$ cat config.mk
export PLATFORM = sky130hd
export DESIGN_NAME = inj_stage
export DESIGN_NICKNAME = d
export VERILOG_FILES = /design/src/rtl/inj_stage_pkg.sv /design/src/rtl/inj_fifo.sv /design/src/rtl/inj_stage.sv
export SDC_FILE = /design/constraint.sdc
export NUM_CORES = 1
export LEC_CHECK = 0
export BUFFER_PORTS_ARGS = -buffer_cell sky130_fd_sc_hd__buf_2
export CAP_MARGIN = 20
export CORE_UTILIZATION = 49
export CTS_BUF_LIST = sky130_fd_sc_hd__clkbuf_4
export CTS_CLUSTER_SIZE = 30
export DETAILED_ROUTE_END_ITERATION = 10
export PLACE_DENSITY_LB_ADDON = 0.08
export SYNTH_ARGS = -nofsm -noshare
export SYNTH_HDL_FRONTEND = slang
export SYNTH_SLANG_ARGS = --single-unit
$ cat constraint.sdc
create_clock -name clk -period 2.1 [get_ports clk]
set_input_delay 0.315 -clock clk [delete_from_list [all_inputs] [get_ports clk]]
set_output_delay 0.315 -clock clk [all_outputs]
set_load 0.02 [all_outputs]
$ cat src/rtl/inj_stage_pkg.sv
// Shared types and helpers for the injection stage: flit type and idle-channel priority encoder.
`ifndef DATA_WIDTH_XBAR
`define DATA_WIDTH_XBAR 8
`endif
`ifndef NUM_PORT
`define NUM_PORT 5
`endif

package inj_stage_pkg;

  localparam int unsigned NUM_LINK = 4;
  localparam int unsigned FLIT_W   = `DATA_WIDTH_XBAR;

  typedef logic [FLIT_W-1:0] flit_t;

  typedef struct packed {
    logic       found;
    logic [1:0] idx;
  } chan_sel_t;

  // Lowest-index idle channel wins; scanning downward lets the last hit be the lowest.
  function automatic chan_sel_t first_idle(input logic [NUM_LINK-1:0] valid);
    chan_sel_t s;
    logic [NUM_LINK-1:0] idle;
    s.found = 1'b0;
    s.idx   = '0;
    idle    = ~valid;
    for (int unsigned k = NUM_LINK; k > 0; k--) begin
      if (idle[k-1]) begin
        s.found = 1'b1;
        s.idx   = 2'(k-1);
      end
    end
    return s;
  endfunction

endpackage

$ cat src/rtl/inj_fifo.sv
// Injection FIFO: power-of-two depth, pointers wrap naturally, occupancy counter drives full/empty.
module inj_fifo
  import inj_stage_pkg::*;
#(
  parameter int unsigned DEPTH = 4
) (
  input  logic                     clk,
  input  logic                     reset,
  input  logic                     push,
  input  logic                     pop,
  input  flit_t                    wdata,
  output flit_t                    rdata,
  output logic                     full,
  output logic                     empty,
  output logic [$clog2(DEPTH):0]   count
);

  localparam int unsigned AW = $clog2(DEPTH);

  flit_t          mem [DEPTH];
  logic [AW-1:0]  wr_ptr;
  logic [AW-1:0]  rd_ptr;
  logic [AW:0]    cnt;
  logic           do_push;
  logic           do_pop;

  assign full    = (cnt == (AW+1)'(DEPTH));
  assign empty   = (cnt == '0);
  assign count   = cnt;
  assign rdata   = mem[rd_ptr];
  assign do_push = push && !full;
  assign do_pop  = pop && !empty;

  always_ff @(posedge clk) begin
    if (do_push) mem[wr_ptr] <= wdata;
  end

  always_ff @(posedge clk) begin
    if (reset) begin
      wr_ptr <= '0;
      rd_ptr <= '0;
      cnt    <= '0;
    end else begin
      if (do_push) wr_ptr <= wr_ptr + 1'b1;
      if (do_pop)  rd_ptr <= rd_ptr + 1'b1;
      case ({do_push, do_pop})
        2'b10:   cnt <= cnt + 1'b1;
        2'b01:   cnt <= cnt - 1'b1;
        default: cnt <= cnt;
      endcase
    end
  end

endmodule

$ cat src/rtl/inj_stage.sv
// Link register stage that slots locally injected flits into idle link channels,
// with a starvation monitor for the injection queue.
module inj_stage
  import inj_stage_pkg::*;
#(
  parameter int unsigned INJ_DEPTH    = 4,
  parameter int unsigned STARVE_LIMIT = 15
) (
  input  logic                         clk,
  input  logic                         reset,
  input  logic [`DATA_WIDTH_XBAR-1:0]  in_0,
  input  logic [`DATA_WIDTH_XBAR-1:0]  in_1,
  input  logic [`DATA_WIDTH_XBAR-1:0]  in_2,
  input  logic [`DATA_WIDTH_XBAR-1:0]  in_3,
  input  logic [3:0]                   in_valid,
  input  logic [`DATA_WIDTH_XBAR-1:0]  inj_flit,
  input  logic                         inj_valid,
  output logic                         inj_ready,
  output logic [`DATA_WIDTH_XBAR-1:0]  out_0,
  output logic [`DATA_WIDTH_XBAR-1:0]  out_1,
  output logic [`DATA_WIDTH_XBAR-1:0]  out_2,
  output logic [`DATA_WIDTH_XBAR-1:0]  out_3,
  output logic [3:0]                   out_valid,
  output logic [$clog2(INJ_DEPTH):0]   inj_count,
  output logic                         starve
);

  localparam logic [7:0] LIMIT8 = 8'(STARVE_LIMIT);

  flit_t      link_in  [NUM_LINK];
  flit_t      out_q    [NUM_LINK];
  flit_t      out_nxt  [NUM_LINK];
  logic [3:0] vld_q;
  logic [3:0] vld_nxt;
  flit_t      head;
  logic       fifo_full;
  logic       fifo_empty;
  chan_sel_t  sel;
  logic       inject;
  logic [7:0] starve_cnt;
  logic [7:0] starve_nxt;
  logic       starve_q;

  assign link_in[0] = in_0;
  assign link_in[1] = in_1;
  assign link_in[2] = in_2;
  assign link_in[3] = in_3;

  assign sel       = first_idle(in_valid);
  assign inject    = sel.found && !fifo_empty;
  assign inj_ready = !fifo_full;

  inj_fifo #(
    .DEPTH (INJ_DEPTH)
  ) u_fifo (
    .clk   (clk),
    .reset (reset),
    .push  (inj_valid),
    .pop   (inject),
    .wdata (inj_flit),
    .rdata (head),
    .full  (fifo_full),
    .empty (fifo_empty),
    .count (inj_count)
  );

  always_comb begin
    for (int unsigned k = 0; k < NUM_LINK; k++) begin
      out_nxt[k] = '0;
      vld_nxt[k] = 1'b0;
      if (in_valid[k]) begin
        out_nxt[k] = link_in[k];
        vld_nxt[k] = 1'b1;
      end else if (inject && (sel.idx == 2'(k))) begin
        out_nxt[k] = head;
        vld_nxt[k] = 1'b1;
      end
    end
  end

  always_comb begin
    starve_nxt = starve_cnt;
    if (inject || fifo_empty) begin
      starve_nxt = '0;
    end else if (&in_valid && (starve_cnt < LIMIT8)) begin
      starve_nxt = starve_cnt + 8'd1;
    end
  end

  always_ff @(posedge clk) begin
    if (reset) begin
      for (int unsigned k = 0; k < NUM_LINK; k++) out_q[k] <= '0;
      vld_q      <= '0;
      starve_cnt <= '0;
      starve_q   <= 1'b0;
    end else begin
      for (int unsigned k = 0; k < NUM_LINK; k++) out_q[k] <= out_nxt[k];
      vld_q      <= vld_nxt;
      starve_cnt <= starve_nxt;
      starve_q   <= (starve_nxt == LIMIT8);
    end
  end

  assign out_0     = out_q[0];
  assign out_1     = out_q[1];
  assign out_2     = out_q[2];
  assign out_3     = out_q[3];
  assign out_valid = vld_q;
  assign starve    = starve_q;

endmodule

* Word-level counts from Yosys, hierarchy flattened
Memories as Yosys holds them, arrays and structs flattened. A register that Yosys moved wholly into a read port is not among the register bits.
Cells that the tools add are included.
** Storage, ports and cells
- Register bits :: 20
- RAM bits :: 64
- Input port bits :: 47
- Output and inout port bits :: 41
- Word-level logic and storage cells :: 75
- Memories :: 2
** Memories
- out_q :: words 4, width 8, read ports 4, clocked after Yosys merged registers in 0, wr ports 4, line inj_stage.sv:31 : flit_t out_q [NUM_LINK];
- u_fifo.mem :: words 4, width 8, read ports 1, clocked after Yosys merged registers in 1, wr ports 1, line inj_fifo.sv:20 : flit_t mem [DEPTH];
** Operators by class
- Add/subtract/negate cells :: 5
- Order comparisons :: 1
- Equality and inequality tests :: 7
- Mux-type cells :: 34
- Bitwise gates (word level) :: 5
- Reductions and logical operators :: 15
** Operators by type and width (count)
- 8-bit 2-to-1 mux :: 14
- 1-bit 2-to-1 mux :: 13
- 3-bit 2-to-1 mux :: 4
- 8-bit by 1-bit adder with 8-bit output (second input constant) :: 1
- 8-bit by 4-bit == test with 1-bit output (second input constant) :: 1
- 1-bit logical AND :: 8
- 8-bit by 4-bit < comparator with 1-bit output (second input constant) :: 1
- 2-bit == test (second input constant) :: 3
- 3-bit one-hot mux with 2 select lines :: 1
- 2-bit by 1-bit adder with 2-bit output (second input constant) :: 2
- 2-bit by 1-bit == test with 1-bit output (second input constant) :: 2
- 2-bit 2-to-1 mux :: 2
- 4-bit inverter :: 1
- 1-bit OR :: 4
- 4-bit AND reduction :: 1
- 3-bit by 1-bit adder with 3-bit output (second input constant) :: 1
- 3-bit == test (second input constant) :: 1
- 3-bit logical NOT :: 1
- 3-bit by 1-bit subtractor with 3-bit output (second input constant) :: 1
- 1-bit logical NOT :: 2
- 2-bit logical NOT :: 1
- 2-bit nonzero test :: 1
- 1-bit logical OR :: 1

* Depth between registers and ports, before layout
Gate-level depths: netlist (run 1).
- Word-level depth :: 10
- Mapped depth :: 9
- Mapped depth without buffers :: 8

* By module
From an unflattened synthesis (run 1), not the netlist that was laid out.
** Unflattened totals
- Cells, all modules :: 257
- Area, all modules :: 3306.9 µm²
** Modules (own cells, without submodules)
- inj_stage :: instances 1, cells each 161, area each 1671.6 µm²
- inj_fifo :: instances 1, cells each 96, area each 1635.3 µm²

* Least setup slack after synthesis (run 1)
No wires, ideal clock.
- Kind :: register to register
- Start :: register u_fifo.cnt[2], in the netlist u_fifo.count[2]
- End :: register u_fifo.cnt[2], in the netlist u_fifo.count[2]
- Arrival :: 2.478 ns
- Path slack :: -0.449 ns
- Cell stages (with the launch flop) :: 10
- Buffers on the path :: 1
- Clock period less this slack :: 2.549 ns
- Cell sequence :: dfxtp_1 or3b_2 clkbuf_1 nand2_1 ha_1 inv_1 fa_1 xor2_1 or3_1 a21oi_1
** Between the ends
- Elaborated cells on any way between the ends :: 13
** RTL lines
- start, declared :: line inj_fifo.sv:23 : logic [AW:0] cnt;
- start signal, assigned :: line inj_fifo.sv:47 : 2'b10: cnt <= cnt + 1'b1;
- start signal, assigned :: line inj_fifo.sv:48 : 2'b01: cnt <= cnt - 1'b1;
- start signal, assigned :: line inj_fifo.sv:49 : default: cnt <= cnt;
- 3-bit == test (*) :: line inj_fifo.sv:27 : assign full = (cnt == (AW+1)'(DEPTH));
- 1-bit logical NOT (*)
- net inj_ready :: line inj_stage.sv:18 : output logic inj_ready,
- 1-bit logical AND (*) :: line inj_fifo.sv:31 : assign do_push = push && !full;
- 2-bit by 1-bit == test with 1-bit output / 2-bit == test (equally long branches) :: line inj_fifo.sv:46 : case ({do_push, do_pop})
- 3-bit one-hot mux with 2 select lines / 2-bit nonzero test (equally long branches)
The timed path passes the listed nets; every way through them passes the cells marked *.
A chain may end at the register's enable or synchronous reset.

* Worst setup path in the final report (run 1)
- Start :: register u_fifo.cnt[0], in the netlist u_fifo.count[0]
- End :: register u_fifo.cnt[2], in the netlist u_fifo.count[2]
** Between the ends
- Cells in the longest elaborated chain, start to end :: 6
- Elaborated cells on any way between the ends :: 13
** RTL lines
- 3-bit logical NOT :: line inj_fifo.sv:28 : assign empty = (cnt == '0);
- 1-bit logical NOT :: line inj_fifo.sv:32, inj_stage.sv:50
- 1-bit logical AND :: line inj_stage.sv:50 : assign inject = sel.found && !fifo_empty;
- 1-bit logical AND :: line inj_fifo.sv:32 : assign do_pop = pop && !empty;
- 2-bit by 1-bit == test with 1-bit output / 2-bit == test (equally long branches) :: line inj_fifo.sv:46
- 3-bit one-hot mux with 2 select lines / 2-bit nonzero test (equally long branches)
Several ways; a longest one is shown, not always the timed one.

==> flow_summary.toml, run 1 <==
[status]
status = "complete, but fails checks"
violations = "DRC"

[global_route]
grt_pass1_wl_um = 10800
antenna_found_initial = 0
grt_util_all_layers_pct = 20.0
grt_overflow = 0
grt_start_max_net_pins = 31
grt_pass1_vias = 2179

[floorplanning]
initial_core_util_pct = 51.6
coreArea_um2 = 6490
fp.dieW_um = 84.7
rows = 29
die_area_um2 = 7180
ioPinCount = 88
die_h_um = 84.7

[sta]
fin_setup_tns_ns = 0
finalHoldViolations = 0
max_freq_ghz = 0.491
slew_headroom_pct = 48.9
worstMarginPinSlew_ns = 0.765
setup_ws_ns = 0.0627
period_needed_ns = 2.04
setup-violations-final = 0
drv_slew = 0
min_period_over_period_pct = 97.0
rsz0062_at_grt = "true"
finalClockSkew_ns = 0.00966

[place]
port-buffer-count = 87
dp_hpwl_um = 5020
place.gp.congestion = 0.773
postPlaceCellArea_um2 = 3910
place_ws_ns = 0.0101

[pwr]
ir_drop_mv = 0.531
leakage_uw = 0.00176
p_per_area_nw_per_um2 = 1070

[flow_run]
cap_violations = 0

[logic_synthesis]
syn_inst = 267
synth_cell_types = 43
async_flop_share_pct = 0
synthFlopType = "dfxtp_1"
synth-warning-count = 0
syn-num-nets = 321
ys_ff_latch = 86
netlist_area_um2 = 3350
syn_area_per_cell_um2 = 12.6
synth_edf_count = 32
synth-seq-area-share_pct = 60.9

[routing]
wl_per_cell_um = 15.5
drcViolationCount = 9
routed_via_density = 5.38
wl_um = 6850
ant_nets = 0
detail_route.iter0.violations = 144
dr_total_vias = 2380
drtPass1Iterations = 8

[setup_path]
start_kind = "flop"
critPathCaptureType = "flop"
r2r_start = "u_fifo.count[0]"
cp.arrival_ns = 2.41
r2r_setup_slack_ns = 0.06
cp_max_fo = 6
timing.rr.end = "u_fifo.count[2]"
rr_worst_depth = 8
cp.required_ns = 2.47
crit_type = "reg -> reg"

[min_path]
hp-start = "inj_flit[0]"
hold_path.class = "in -> reg"
hold_end = "u_fifo.mem[3][0]"
min_path_cells = 1

[finish]
final_nets = 414
synthToLayoutAreaGrowth_pct = 21.0
final_area_um2 = 4060
diodes = 0
fillers = 527
drive_gt1_share_pct = 37.0

[clock_tree]
cts_tree = "built"
clock-sinks = 86
cts_buffer_depth = 2
path_clk_slew_ns = 0.15
cts-root-buf = "clkbuf_4"
h-tree-depth = 3
insertion_delay_ns = 0.43
cts_buffers = 9
-- critical path, cell delays in order (launching register included) --
cell,delay (ns)
dfxtp_4,0.39
or3b_4,0.41
nand2_4,0.08
ha_4,0.13
inv_2,0.04
fa_2,0.33
xor2_1,0.16
or3_1,0.33
a21oi_2,0.11
-- cell usage in the layout, fill, tap and decap left out, drive strengths merged, types with 2 or more instances in the layout --
| cell type | count |
|---|---|
| buf | 96 |
| dfxtp | 54 |
| edfxtp | 32 |
| nor2 | 24 |
| mux2i | 24 |
| a21oi | 17 |
| inv | 14 |
| nor3 | 12 |
| clkbuf | 9 |
| nand2 | 9 |
| mux4 | 8 |
| nand3b | 8 |
| and3 | 6 |
| ha | 6 |
| a31oi | 4 |
| nand3 | 4 |
| and2 | 4 |
| or3 | 3 |
| or4 | 3 |
| nand4 | 2 |
| a311oi | 2 |
| o31ai | 2 |
| xor2 | 2 |
| o21ai | 2 |
| a21o | 2 |
| o21bai | 2 |
| or3b | 2 |
-- stage by stage --
step	total power [uW]	cells	utilization, %	hold slack (ns)
after floorplan	3060	267	-	0.414
after global placement	3420	424	60.1	0.473
after detailed placement	3450	424	60.1	0.479
after CTS	4320	440	62.1	0.0762
after global routing	4590	442	62.5	0.0493
final	4330	442	62.5	0.0834
-- state kept, by name, indices dropped and copies added (netlist names), named ones only --
name / flops
u_fifo.rd_ptr: 2
starve_cnt: 8
starve: 1
u_fifo.wr_ptr: 2
out_valid: 4
u_fifo.count: 3
out_q: 32
u_fifo.mem: 32
-- metal layers --
metal,vias up,track usage (%),wire [um]
li1,1171,-,-
met1,1125,27.0,3220
met2,82,31.4,3140
met3,2,6.59,463
met4,0,5.08,30
met5,-,0,0
-- report_power, final --
| group | switching, uW | leakage (uW) | internal [uW] |
|---|---|---|---|
| Sequential | 103 | 0.000739 | 1960 |
| Clock | 609 | 0.0000703 | 273 |
| Combinational | 801 | 0.000949 | 583 |
-- synthesized netlist by cell type (3+ instances only) --
master	number	area, um2
mux4_2	8	180
nand2_1	9	33.8
a31oi_1	4	25.0
a21oi_1	17	85.1
mux2i_1	24	240
and2_1	3	18.8
nor2_1	24	90.1
clkbuf_1	8	30.0
nor3_1	12	60.1
edfxtp_1	32	961
or3_1	3	18.8
nand3_1	4	20.0
and3_1	5	31.3
dfxtp_1	54	1080
inv_1	8	30.0
nand3b_1	8	60.1
ha_1	6	75.1
buf_2	3	15.0
-- area by class of cell --
| cell class | instances | area [um2] | share of cell area, % |
|---|---|---|---|
| clock buffers | 9 | 67.6 | 1.66 |
| clock inverters | 7 | 62.6 | 1.54 |
| inverters | 8 | 30.0 | 0.740 |
| flip-flops and latches | 86 | 2050 | 50.5 |
| multi-input cells | 159 | 1250 | 30.8 |
| well taps | 77 | 96.3 | 2.37 |
| repair buffers | 96 | 503 | 12.4 |
-- repair_timing --
item | 4_1_cts | 5_1_grt
hold buffers | 0 | 0
resized for setup | 0 | 3
buffers inserted | 0 | 2
setup endpoints to repair | 0 | 2
-- logic make-up after synthesis --
kind of cell / count (synthesis) / share of synthesized area [%]
xor gates and xnor gates: 2 / 0.522
AOI/OAI and AO/OA: 36 / 7.05
buffers and inverters: 22 / 2.91
and+or+nand+nor: 82 / 13.3
muxes: 32 / 12.5
DFF: 86 / 60.9
adders and majority gates: 7 / 2.83
-- worst max-delay path by stage --
stage / startpoint / endpoint / slack [ns] / depth (start not counted)
after detailed placement: in_valid[1] / u_fifo.count[2] / 0.01 / 9
final: u_fifo.count[0] / u_fifo.count[2] / 0.06 / 8
after CTS: u_fifo.count[0] / u_fifo.count[2] / 0.05 / 8
after floorplan: u_fifo.count[2] / u_fifo.count[2] / -0.01 / 9
after global placement: in_valid[1] / u_fifo.count[2] / 0.06 / 9
after global routing: u_fifo.count[0] / u_fifo.count[2] / -0.04 / 8
Power figures use the tool's default switching activity.
==> inputs of run 2 (changes only) <==
--- a/config.mk
+++ b/config.mk
@@ -11,7 +11,9 @@
 export CTS_BUF_LIST = sky130_fd_sc_hd__clkbuf_4
 export CTS_CLUSTER_SIZE = 30
 export DETAILED_ROUTE_END_ITERATION = 10
+export GPL_TIMING_DRIVEN = 0
 export PLACE_DENSITY_LB_ADDON = 0.08
+export SETUP_SLACK_MARGIN = 0.5
 export SYNTH_ARGS = -nofsm -noshare
 export SYNTH_HDL_FRONTEND = slang
 export SYNTH_SLANG_ARGS = --single-unit
==> run 2 against run 1 <==
- the flow finishes with violations (DRC, setup timing)
- non-clock buffer count grew 18
- clock power rose by 12%
- final cell count rose by 4.3%
- via count is 2.9% higher
- highest routed layer unchanged
- clock skew is 0.0016 ns higher
- combinational power up 30%
- first-iteration DRC count shrank 39%
- maximum frequency shrank 4.4%
- core utilization increased by 4.0 points
- sequential share of layout area fell by 2.8 points
- critical path depth up 1
==> flow_summary.toml, run 2 (synthesis gave the netlist of run 1 again) <==
[routing]
drcViolationCount = 10
wl_um = 7440
detail_route.iter0.violations = 88
dr_total_vias = 2448
routed_via_density = 5.31
drtPass1Iterations = 9
wl_per_cell_um = 16.1
ant_nets = 0

[clock_tree]
h-tree-depth = 3
cts-root-buf = "clkbuf_4"
cts_tree = "built"
cts_buffer_depth = 2
postCtsHoldBufs = 0
cts_buffers = 9
clock-sinks = 86
insertion_delay_ns = 0.43
path_clk_slew_ns = 0.15

[min_path]
hold_path.class = "in -> reg"
min_path_cells = 1
hp-start = "inj_flit[1]"

[finish]
reg_top3 = "out_q x32, u_fifo.mem x32, starve_cnt x8"
final_nets = 433
final_area_um2 = 4320
synthToLayoutAreaGrowth_pct = 28.7
final_common_cell = "buf_2"
mostFrequentLayoutCells = "buf_2, dfxtp_1, edfxtp_1"
diodes = 0
drive_gt1_share_pct = 41.9
fillers = 503

[floorplanning]
die_h_um = 84.7
coreArea_um2 = 6490
ioPinCount = 88
rows = 29
fp.dieW_um = 84.7
initial_core_util_pct = 51.6
die_area_um2 = 7180

[sta]
fin_setup_tns_ns = -0.0308
max_freq_ghz = 0.469
drv_slew = 0
finalHoldViolations = 0
worstMarginPinSlew_ns = 0.642
setup-violations-final = 1
finalClockSkew_ns = 0.0113
min_period_over_period_pct = 101
period_needed_ns = 2.13
slew_headroom_pct = 56.8
rsz0062_at_grt = "true"
setup_ws_ns = -0.0308

[setup_path]
r2r_start = "u_fifo.count[0]"
cp_max_fo = 2
r2r_setup_slack_ns = -0.03
cp.arrival_ns = 2.49
crit_type = "reg -> reg"
rr_worst_depth = 9
critPathCaptureType = "flop"
cp.required_ns = 2.46
cp-startpoint = "u_fifo.count[0]"
start_kind = "flop"

[place]
postPlaceCellArea_um2 = 3940
port-buffer-count = 86
dp_hpwl_um = 5000
place.gp.congestion = 0.731

[global_route]
antenna_found_initial = 0
grt_start_max_net_pins = 17
grt_util_all_layers_pct = 21.0
grt_overflow = 0
grt_pass1_wl_um = 11500
grt_pass1_vias = 2372

[status]
violations = "DRC, setup timing"
status = "complete, but fails checks"

[pwr]
power.total_uw = 4800
leakage_uw = 0.00185
ir_drop_mv = 0.677
p_per_area_nw_per_um2 = 1110

[flow_run]
cap_violations = 0
[run 2: layout make-up]
type	instances	area, um2	area share, %
Clock buffer	9	67.6	1.57
Buffer	14	91.3	2.12
Multi-Input combinational cell	160	1340	31.0
Clock inverter	7	81.3	1.88
Inverter	8	30.0	0.696
Sequential cell	86	2060	47.7
Timing Repair Buffer	100	553	12.8
Tap cell	77	96.3	2.23
[run 2: final timing paths]
| check | end |
|---|---|
| max reg2reg | u_fifo.count[2] |
| min | u_fifo.mem[1][1] |
| max | u_fifo.count[2] |
| min reg2reg | starve_cnt[5] |
[run 2: stage by stage]
step | worst slack (ns) | std cells | hold WS [ns] | util, %
after global placement | -0.116 | 430 | 0.463 | 60.6
after global routing | -0.124 | 461 | 0.0640 | 66.5
final | -0.0308 | 461 | 0.0859 | 66.5
after floorplan | -0.0117 | 267 | 0.414 | -
after CTS | -0.0283 | 455 | 0.0741 | 64.7
after detailed placement | -0.127 | 430 | 0.486 | 60.6
[run 2: power breakdown]
group / total (uW) / internal, uW / switching [uW]
logic: 1800 / 818 / 980
clock network: 984 / 381 / 602
registers: 2020 / 1960 / 56.6
total: 4800 / 3160 / 1640
[run 2: what timing repair did]
action,4_1_cts,5_1_grt
cloned,0,1
setup endpoints to repair,15,71
pin swaps,3,10
gates resized for setup,14,18
buffers inserted,9,5
[run 2: critical path, cell delays in order, from the launching register on]
cell	delay, ns
dfxtp_4	0.36
or3b_4	0.40
clkbuf_16	0.15
nand2_4	0.06
ha_4	0.13
inv_2	0.03
fa_2	0.32
xor2_1	0.16
or3_1	0.33
a21oi_2	0.12
[run 2: metal layers]
| metal | up-vias | GRT usage (%) | part of all wire (%) |
|---|---|---|---|
| li1 | 1217 | - | - |
| met4 | 0 | 8.32 | 1.6 |
| met3 | 11 | 4.23 | 4.9 |
| met1 | 1155 | 27.3 | 47 |
| met5 | - | 0 | 0 |
| met2 | 65 | 34.7 | 47 |
